==> config.mk <==
export PLATFORM = sky130hd
export DESIGN_NAME = uart_frame_decoder
export DESIGN_NICKNAME = d
export VERILOG_FILES = /design/src/rtl/uart_frame_decoder.sv
export SDC_FILE = /design/constraint.sdc
export NUM_CORES = 1
export LEC_CHECK = 0
export ABC_AREA = 1
export CAP_MARGIN = 10
export CORE_ASPECT_RATIO = 1.5
export CORE_MARGIN = 1
export CORE_UTILIZATION = 60
export DETAILED_ROUTE_END_ITERATION = 8
export PLACE_DENSITY_LB_ADDON = 0.05
export SLEW_MARGIN = 20
export SYNTH_ARGS = -nofsm -noshare
export SYNTH_HDL_FRONTEND = slang
export SYNTH_SLANG_ARGS = --single-unit
==> constraint.sdc <==
create_clock -name clk -period 4.6 [get_ports clk]
set_clock_uncertainty 0.15 [all_clocks]
set_input_delay 0.92 -clock clk [delete_from_list [all_inputs] [get_ports clk]]
set_output_delay 0.92 -clock clk [all_outputs]
set_load 0.1 [all_outputs]
==> src/rtl/uart_frame_decoder.sv <==
// uart_frame_decoder: hunts for SOF, parses LEN + payload (+ CHK), buffers the frame and replays only good frames.
// Define UART_FRAME_CHECKSUM_EN to expect and verify the trailing CHK byte; undefined builds frame without it.
`timescale 1ns/1ps
module uart_frame_decoder #(
    parameter int         MAX_LEN        = 64,
    parameter logic [7:0] SOF_BYTE       = 8'hA5,
    parameter int         TIMEOUT_CYCLES = 100000
) (
    input  logic        clk,
    input  logic        rst_n,
    input  logic [7:0]  byte_in_data,
    input  logic        byte_in_valid,
    output logic        byte_in_ready,
    output logic [7:0]  frm_out_data,
    output logic        frm_out_valid,
    output logic        frm_out_last,
    input  logic        frm_out_ready,
    output logic        err_length,
    output logic        err_checksum,
    output logic        err_timeout,
    output logic [15:0] drop_count
);
    localparam int IDX_W  = $clog2(MAX_LEN + 1);
    localparam int ADDR_W = (MAX_LEN > 1) ? $clog2(MAX_LEN) : 1;
    localparam int CNT_W  = $clog2(TIMEOUT_CYCLES);
    localparam logic [CNT_W-1:0] IDLE_MAX = CNT_W'(TIMEOUT_CYCLES - 1);

    typedef enum logic [2:0] {S_HUNT, S_LEN, S_DATA, S_CHK, S_EMIT} state_t;

    state_t           state, state_nxt;
    logic [7:0]       frame_buf [MAX_LEN];
    logic [IDX_W-1:0] len, wr_idx, rd_idx;
    logic [CNT_W-1:0] idle_cnt;
    logic             accept, emit_hs, in_frame, idle_expired, len_bad, data_done;
    logic             ev_len, ev_chk, ev_to;
`ifdef UART_FRAME_CHECKSUM_EN
    logic [7:0]       sum;
    logic             chk_ok;
`endif

    function automatic logic [15:0] sat_inc16(input logic [15:0] v);
        return (v == 16'hFFFF) ? v : v + 16'd1;
    endfunction

    assign accept       = byte_in_valid && byte_in_ready;
    assign emit_hs      = frm_out_valid && frm_out_ready;
    assign in_frame     = (state == S_LEN) || (state == S_DATA) || (state == S_CHK);
    // A byte arriving on the expiry cycle takes priority over the timeout.
    assign idle_expired = in_frame && !accept && (idle_cnt == IDLE_MAX);
    assign len_bad      = (byte_in_data == 8'd0) || ({24'd0, byte_in_data} > 32'(MAX_LEN));
    assign data_done    = (wr_idx == len - IDX_W'(1));

    always_ff @(posedge clk or negedge rst_n) begin
        if (!rst_n) state <= S_HUNT;
        else        state <= state_nxt;
    end

    always_comb begin
        state_nxt = state;
        case (state)
            S_HUNT: if (accept && byte_in_data == SOF_BYTE) state_nxt = S_LEN;
            S_LEN: begin
                if (accept)            state_nxt = len_bad ? S_HUNT : S_DATA;
                else if (idle_expired) state_nxt = S_HUNT;
            end
            S_DATA: begin
`ifdef UART_FRAME_CHECKSUM_EN
                if (accept && data_done) state_nxt = S_CHK;
`else
                if (accept && data_done) state_nxt = S_EMIT;
`endif
                else if (idle_expired)   state_nxt = S_HUNT;
            end
`ifdef UART_FRAME_CHECKSUM_EN
            S_CHK: begin
                if (accept)            state_nxt = chk_ok ? S_EMIT : S_HUNT;
                else if (idle_expired) state_nxt = S_HUNT;
            end
`endif
            S_EMIT: if (emit_hs && frm_out_last) state_nxt = S_HUNT;
            default: state_nxt = S_HUNT;
        endcase
    end

    always_comb begin
        byte_in_ready = (state != S_EMIT);
        frm_out_valid = (state == S_EMIT);
        frm_out_data  = frm_out_valid ? frame_buf[rd_idx[ADDR_W-1:0]] : 8'h00;
        frm_out_last  = frm_out_valid && (rd_idx == len - IDX_W'(1));
        ev_len        = (state == S_LEN) && accept && len_bad;
        ev_to         = idle_expired;
        ev_chk        = 1'b0;
`ifdef UART_FRAME_CHECKSUM_EN
        ev_chk        = (state == S_CHK) && accept && !chk_ok;
`endif
    end

    always_ff @(posedge clk or negedge rst_n) begin
        if (!rst_n) begin
            err_length   <= 1'b0;
            err_checksum <= 1'b0;
            err_timeout  <= 1'b0;
            drop_count   <= 16'd0;
        end else begin
            err_length   <= ev_len;
            err_checksum <= ev_chk;
            err_timeout  <= ev_to;
            if (ev_len || ev_chk || ev_to) drop_count <= sat_inc16(drop_count);
        end
    end

    always_ff @(posedge clk or negedge rst_n) begin
        if (!rst_n) begin
            len      <= '0;
            wr_idx   <= '0;
            rd_idx   <= '0;
            idle_cnt <= '0;
        end else begin
            if (!in_frame || accept) idle_cnt <= '0;
            else                     idle_cnt <= idle_cnt + CNT_W'(1);

            if (state == S_LEN && accept) begin
                len    <= IDX_W'(byte_in_data);
                wr_idx <= '0;
            end else if (state == S_DATA && accept) begin
                wr_idx <= wr_idx + IDX_W'(1);
            end

            if (state != S_EMIT) rd_idx <= '0;
            else if (emit_hs)    rd_idx <= rd_idx + IDX_W'(1);
        end
    end

    // Payload storage and running sum carry no reset; a dropped frame leaves them as don't-care.
    always_ff @(posedge clk) begin
        if (state == S_DATA && accept) frame_buf[wr_idx[ADDR_W-1:0]] <= byte_in_data;
    end

`ifdef UART_FRAME_CHECKSUM_EN
    always_ff @(posedge clk) begin
        if (state == S_LEN && accept)       sum <= byte_in_data;
        else if (state == S_DATA && accept) sum <= sum + byte_in_data;
    end

    assign chk_ok = ((sum + byte_in_data) == 8'h00);
`endif

endmodule

== After elaboration in Yosys (flattened, before gate mapping) ==
Memories as Yosys holds them, arrays and structs flattened.
Cells that the tools add are included.
Storage, ports and cells
  memories: 1
  register bits: 59
  logic and storage cells: 67
  input port bits: 12
  memory bits (writable): 512
  output and inout bits: 30
Cells by class
  $lt $le $gt $ge: 1
  mux-type cells: 15
  add/subtract/negate cells: 5
  eq/ne operators: 12
  reductions and logical operators: 24
  bitwise gates (word level): 1
Memories
  frame_buf: depth 64, width 8, read ports 1, clocked after Yosys merged registers in 0, wr ports 1, line 31  | logic [7:0] frame_buf [MAX_LEN];
Operators with widths (number)
  $mux 7: 4
  $add 17x1->17 const B: 1
  $eq 17x17->1 const B: 1
  $mux 17: 1
  $add 16x1->16 const B: 1
  $eq 16x16->1 const B: 1
  $mux 3: 5
  $add 7x1->7 const B: 2
  $eq 7x7->1: 2
  $pmux 3 s4: 1
  $logic_and 1x1->1: 11
  $eq 8x8->1 const B: 1
  $gt 8x7->1 const B: 1
  $logic_not 8->1: 1
  $mux 8: 1
  $sub 7x1->7 const B: 1
  $eq 3x2->1 const B: 2
  $logic_or 1x1->1: 5
  $reduce_and 2->1: 2
  $reduce_bool 2->1: 2
  $eq 3x1->1 const B: 1
  $eq 3x3->1 const B: 1
  $logic_not 3->1: 1
  $ne 3x3->1 const B: 1
  other kinds (6): 8

== Depth between registers and ports, before layout ==
Gate-level depths: netlist (run 1).
  word-level depth: 8
  gate-level depth with buffers: 14
  gate-level depth less buffers: 13

== Worst setup path before layout (run 1) ==
OpenSTA, ideal clock, no wires.
  path type: register -> output
  start point: reg state[1]
  end point: out frm_out_last
  stages on the path, launching flop included: 9
  arrival time: 3519 ps
  slack: 11 ps
  path through: dfrtp_1 > nor2_1 > inv_1 > nor2_1 > buf_4 > nand2_1 > nor2_1 > nand3_1 > nor3_1
On the way
  word-level cells in the longest chain between the ends: 2
Ends and longest elaborated chain
  start: declaration: line 30  | state_t state, state_nxt;
  start signal: assignment: line 55  | else state <= state_nxt;
  $eq 3x3->1: line 87  | frm_out_valid = (state == S_EMIT);
  named net frm_out_valid: line 15  | output logic frm_out_valid,
  $logic_and 1x1->1: line 89  | frm_out_last = frm_out_valid && (rd_idx == len - IDX_W'(1));
  end: declaration: line 16  | output logic frm_out_last,
The timed path passes the listed nets, and every way through them passes these cells.

== Worst setup path in the final report (run 1) ==
  start point: reg rd_idx[0]
  end point: out frm_out_data[4]
On the way
  word-level cells in the longest chain between the ends: 2
Ends and longest elaborated chain
  start: declaration: line 32  | logic [IDX_W-1:0] len, wr_idx, rd_idx;
  start signal: assignment: line 130  | else if (emit_hs) rd_idx <= rd_idx + IDX_W'(1);
  $mem_v2 64x8
  $mux 8: line 88  | frm_out_data = frm_out_valid ? frame_buf[rd_idx[ADDR_W-1:0]] : 8'h00;
  end: declaration: line 14  | output logic [7:0] frm_out_data,
No other way between the ends.

==> results.py, run 1 <==
metrics = {
    "status": {
        "outcome": "finished clean",
    },
    "critical_path": {
        "cpPeakStageDelay_ns": 0.61,
        "cp.arrival_ns": 3.34,
        "slowest_stage": "dfrtp_4",
        "path_max_fanout": 47,
        "crit_chain": "inv_6, buf_12, nand2_1, nand2_1, nand2_1, a21oi_1, nor2_1, nand2_1, nand3_1, a21oi_1, buf_12",
        "worst-setup-path-type": "reg -> out",
        "worst-endpoint-required_ns": 3.53,
        "critPathLaunchType": "flip-flop",
        "cpMostUsedCell": "nand2_1",
        "endpoint_kind": "primary output",
    },
    "drt": {
        "wl_per_cell_um": 20.58,
        "drt_iter0_drc": 1842,
        "vias": 17990,
        "antenna_left": 0,
        "drtPass1Iterations": 6,
        "drc": 0,
        "drt_wl_total_um": 65700,
        "viasPerCell": 5.636,
    },
    "synth": {
        "synth_area_mm2": 0.02517,
        "syn_avg_cell_area_um2": 9.971,
        "synth_cells": 2524,
        "synth_area_leaders": "edfxtp_1 (61%), nand2_1 (11%), dfrtp_1 (5.9%), nand3_1 (4.9%), nor2_1 (4.7%)",
        "synth.distinct_cells": 37,
        "syn_nets": 2541,
        "seq_area_frac_synth_pct": 66.96,
        "netlist.area_leader.share_pct": 61.09,
        "ys_async_sr_fraction_pct": 10.33,
        "synth_edf_count": 512,
        "yosys_warnings": 0,
        "ys_ff_latch": 571,
        "synth_top_cell_by_area": "edfxtp_1",
        "synthFlopType": "edfxtp_1",
    },
    "timing": {
        "tightestPinTransition_ns": 1.007,
        "min_period_ns": 4.407,
        "rsz0062_at_grt": "false",
        "report.final.slew_viol_count": 0,
        "setup_ws_ns": 0.1929,
        "setup_viol": 0,
        "hold_ws_ns": 0.3164,
        "max_freq_ghz": 0.2269,
        "hold_viol_final": 0,
        "final.setup.tns_ns": 0,
        "relSlewSlack_pct": 32.63,
        "period_share_pct": 95.81,
    },
    "finish": {
        "final_cell_mix": "nand2_1 (756), edfxtp_1 (512), nor2_1 (314)",
        "drive_above_1_share_pct": 7.973,
        "mostFrequentLayoutCell": "nand2_1",
        "utilization_pct": 68.25,
        "num-nets-final": 2610,
        "areaGrowthSynthToFinish_pct": 11.78,
        "final_area_mm2": 0.02813,
        "fillers": 3222,
        "diodes": 0,
    },
    "job": {
        "cap_violations": 0,
    },
    "floorplan": {
        "die_area_mm2": 0.04278,
        "row_count": 91,
        "core_area_mm2": 0.04122,
        "io_pins": 42,
        "start_util_pct": 61.06,
        "fp.dieW_um": 169.2,
        "chipHeight_um": 252.8,
    },
    "power_and_ir_drop": {
        "p_leak_nw": 11.35,
        "irDropWorstVdd_uv": 699.0,
        "power-per-cell-area_mw_per_mm2": 514.2,
    },
    "grt": {
        "grt.overflow.total": 0,
        "grt_use_total_pct": 31.46,
        "grt_start_max_net_pins": 142,
        "grt_pass1_vias": 17580,
        "grt_pass1_wl_um": 99910,
        "antenna_found_initial": 1,
    },
    "min_path": {
        "hp-class": "reg -> reg",
    },
    "place": {
        "portBuffers": 40,
        "gp_congestion": 0.8956,
        "post-dp-hpwl_um": 40960,
        "preCtsSetupSlack_ns": 0.7109,
        "placed_cell_area_mm2": 0.02652,
    },
    "clock_tree": {
        "cts_made_buffers": 51,
        "clk_pin_slew_ns": 0.07,
        "post_cts_resized": 0,
        "h-tree-depth": 2,
        "hold_buffers": 0,
        "cts_sinks": 571,
        "cts_tree": "yes",
        "post_cts.repair.setup_buffers": 0,
        "clock_latency_ns": 0.58,
        "cts_root_buffer": "clkbuf_16",
        "ctsLongestPathBuffers": 3,
    },
}
## path summary, 6_finish.rpt
check | startpoint | end | slack [ns] | depth (start not counted)
worst max register to register | state[2] | frame_buf[0][5] | 1.70 | 7
min in group asynchronous | rst_n | drop_count[5] | 0.36 | 2
max in group asynchronous | rst_n | rd_idx[1] | 3.32 | 2
worst min-delay path | idle_cnt[0] | idle_cnt[0] | 0.32 | 1
worst min register to register | idle_cnt[0] | idle_cnt[0] | 0.32 | 1
worst max-delay path | rd_idx[0] | frm_out_data[4] | 0.19 | 11
## sequential cells by signal (all words and copies together) (netlist names)
name         flops
rd_idx           7
drop_count      16
wr_idx           7
state            3
idle_cnt        17
len              7
frame_buf      512
err_length       1
err_timeout      1
## kinds of logic after synthesis
logic type	after synthesis	share of synthesized area, %
AO/OA/AOI/OAI	183	3.843
XOR/XNOR	17	0.5916
adder cells (fa/ha/maj)	5	0.2486
buffers and inverters	376	6.115
flip-flops	571	66.96
other	1	0.01490
AND/OR/NAND/NOR	1371	22.23
## area by class of cell
| class | instances | area, um^2 | area share (%) |
|---|---|---|---|
| well taps | 558 | 698.2 | 2.482 |
| repair buffers | 129 | 1184 | 4.207 |
| clock inverters | 24 | 167.7 | 0.5960 |
| flip-flops and latches | 571 | 16860 | 59.93 |
| clock buffers | 70 | 1441 | 5.124 |
| inverters | 263 | 994.7 | 3.536 |
| multi-input cells | 1577 | 6788 | 24.13 |
## synth_stat cells (15+ instances only)
library cell,n
dfrtp_1,59
nand2_1,756
edfxtp_1,512
nor2_1,314
o211ai_1,15
o21ai_0,101
clkbuf_1,36
nor3_1,19
nand3_1,248
buf_2,56
a21oi_1,54
inv_1,254
## report_power, final
part / switching [mW] / total [mW] / internal [mW]
Clock: 1.82 / 4.13 / 2.30
Sequential: 0.0677 / 5.74 / 5.68
Combinational: 3.28 / 4.59 / 1.32
## through the flow
step,total power [mW],std cells
floorplan,8.773,2524
global placement,10.37,3098
detailed placement,10.40,3098
CTS,14.48,3192
global route,15.00,3192
finish,14.47,3192
## metal layers
metal,global-route usage (%),wire (um),vias up,share of wire (%)
met2,54.16,32940,773,50
met1,38.54,24380,8599,37
li1,-,-,8429,-
met3,3.892,4561,188,6.9
met5,0,0,-,0
met4,17.43,3819,0,5.8
## critical path, delay by kind of cell, from the launching register on
family / cells / cell delay, ns
AO/OA/AOI/OAI: 2 / 0.67
buffers and inverters: 3 / 0.90
flip-flops: 1 / 0.61
AND/OR/NAND/NOR: 6 / 0.54
Note: power is estimated with default switching activity, not from simulation.
==> run 2: changes to the inputs <==
Settings changed: SLEW_MARGIN 20 to not set.
==> results of run 2 <==
Final layout, timing and power as in run 1 (identical DEF).
==> run 3: changes to the inputs <==
Settings changed: CAP_MARGIN 10 to 20, CTS_CLUSTER_SIZE set to 14, HOLD_SLACK_MARGIN set to 0.15.
==> results.py, run 3 (synthesis gave the netlist of run 1 again) <==
metrics = {
    "status": {
        "outcome": "finished clean",
    },
    "finish": {
        "fillers": 3209,
        "final_cell_mix": "nand2_1 (756), edfxtp_1 (512), nor2_1 (314)",
        "register_area_mm2": 0.01686,
        "num-nets-final": 2611,
        "drive_above_1_share_pct": 7.932,
        "areaGrowthSynthToFinish_pct": 12.16,
        "largest_reg_flops": 512,
        "diodes": 0,
        "final_area_mm2": 0.02823,
        "mostFrequentLayoutCell": "nand2_1",
        "final_cell_count_no_fill": 3193,
        "utilization_pct": 68.48,
        "multi_input_area_mm2": 0.006788,
    },
    "clock_tree": {
        "cts_tree": "yes",
        "clk_pin_slew_ns": 0.06,
        "hold_buffers": 0,
        "cts_root_buffer": "clkbuf_16",
        "cts_sinks": 571,
        "clock_latency_ns": 0.57,
        "cts_made_buffers": 52,
        "h-tree-depth": 2,
        "ctsLongestPathBuffers": 3,
    },
    "critical_path": {
        "worst-setup-path-type": "reg -> out",
        "crit_family": "buffers and inverters",
        "slowest_stage": "dfrtp_4",
        "endpoint_kind": "primary output",
        "cpPeakStageDelay_ns": 0.61,
        "worst-endpoint-required_ns": 3.53,
        "critPathLaunchType": "flip-flop",
        "cp.arrival_ns": 3.31,
        "cp.buffers_inverters": 3,
        "path_max_fanout": 55,
        "crit_chain": "inv_6, buf_12, nand2_1, nand2_1, nand2_1, nand3_1, nand3_1, nand2_1, nand3_1, a21oi_1, buf_12",
        "cpMostUsedCell": "nand2_1",
    },
    "grt": {
        "grt_use_total_pct": 31.53,
        "antenna_found_initial": 1,
        "grt_pass1_wl_um": 99820,
        "grt_most_used_layer": "met2",
        "grt.overflow.total": 0,
        "grt_pass1_vias": 17590,
        "grtUsageMet3_pct": 4.111,
        "met2_usage_pct": 54.66,
        "grt_use_met1_pct": 38.33,
        "grt_start_max_net_pins": 142,
    },
    "place": {
        "gp_congestion": 0.8956,
        "preCtsSetupSlack_ns": 0.7109,
        "portBuffers": 40,
        "dp.cells": 3098,
        "placed_cell_area_mm2": 0.02652,
        "post-dp-hpwl_um": 40960,
    },
    "timing": {
        "setup_ws_ns": 0.2188,
        "setup_viol": 0,
        "hold_ws_ns": 0.3180,
        "relSlewSlack_pct": 32.58,
        "final.setup.tns_ns": 0,
        "rsz0062_at_grt": "false",
        "report.final.slew_viol_count": 0,
        "hold_viol_final": 0,
        "max_freq_ghz": 0.2282,
        "period_share_pct": 95.24,
        "tightestPinTransition_ns": 1.008,
        "min_period_ns": 4.381,
    },
    "floorplan": {
        "fp.dieW_um": 169.2,
        "die_area_mm2": 0.04278,
        "start_util_pct": 61.06,
        "chipHeight_um": 252.8,
        "core_area_mm2": 0.04122,
        "row_count": 91,
        "io_pins": 42,
    },
    "drt": {
        "drc": 0,
        "vias": 17890,
        "viasPerCell": 5.603,
        "drt_iter0_drc": 1968,
        "drtPass1Iterations": 6,
        "drt_wl_total_um": 65910,
        "antenna_left": 0,
        "wl_per_cell_um": 20.64,
    },
    "power_and_ir_drop": {
        "irDropWorstVdd_uv": 741.3,
        "p_leak_nw": 11.39,
        "power-per-cell-area_mw_per_mm2": 520.0,
        "power_mw": 14.68,
    },
    "job": {
        "cap_violations": 0,
    },
    "min_path": {
        "hp-class": "reg -> reg",
    },
}
run 3: cell types whose count changed in the layout (fill, tap and decap cells not counted):
cell	previous run	this run
clkbuf_16	54	56
clkinv_4	2	1
clkbuf_1	13	17
clkbuf_8	3	4
clkinv_1	15	13
clkinvlp_4	1	0
bufinv_16	2	4
clkinv_2	9	5
run 3: per-layer routing:
layer  up-vias  share of wire (%)
met5         -                  0
met4         0                5.5
met3       172                6.4
met2       676                 51
met1      8607                 38
li1       8435                  -
run 3: cell type report:
| type | count | share of cell area (%) |
|---|---|---|
| sequential | 571 | 59.73 |
| multi-input combinational | 1577 | 24.05 |
| clock buffer | 77 | 5.386 |
| timing repair buffer | 129 | 4.193 |
| inverter | 263 | 3.524 |
| tap | 558 | 2.473 |
| clock inverter | 18 | 0.6516 |
run 3: path summary, 6_finish.rpt:
check                             from               to  slack (ns)  cells past startpoint
setup / recovery             rd_idx[0]  frm_out_data[6]        0.22                     11
hold / removal             idle_cnt[0]      idle_cnt[0]        0.32                      1
setup reg to reg              state[2]  frame_buf[0][4]        1.66                      7
hold reg to reg            idle_cnt[0]      idle_cnt[0]        0.32                      1
max in group asynchronous        rst_n        rd_idx[1]        3.29                      2
min in group asynchronous        rst_n    drop_count[5]        0.36                      2
run 3: power by group:
group | internal, mW | switching, mW | total [mW]
logic | 1.32 | 3.29 | 4.61
registers | 5.68 | 0.0705 | 5.75
clock network | 2.50 | 1.82 | 4.33
total | 9.50 | 5.18 | 14.7
run 3: repair_timing:
action	in CTS	in global routing
setup buffers	0	0
gates resized for setup	0	1
endpoints found under the setup margin	0	1
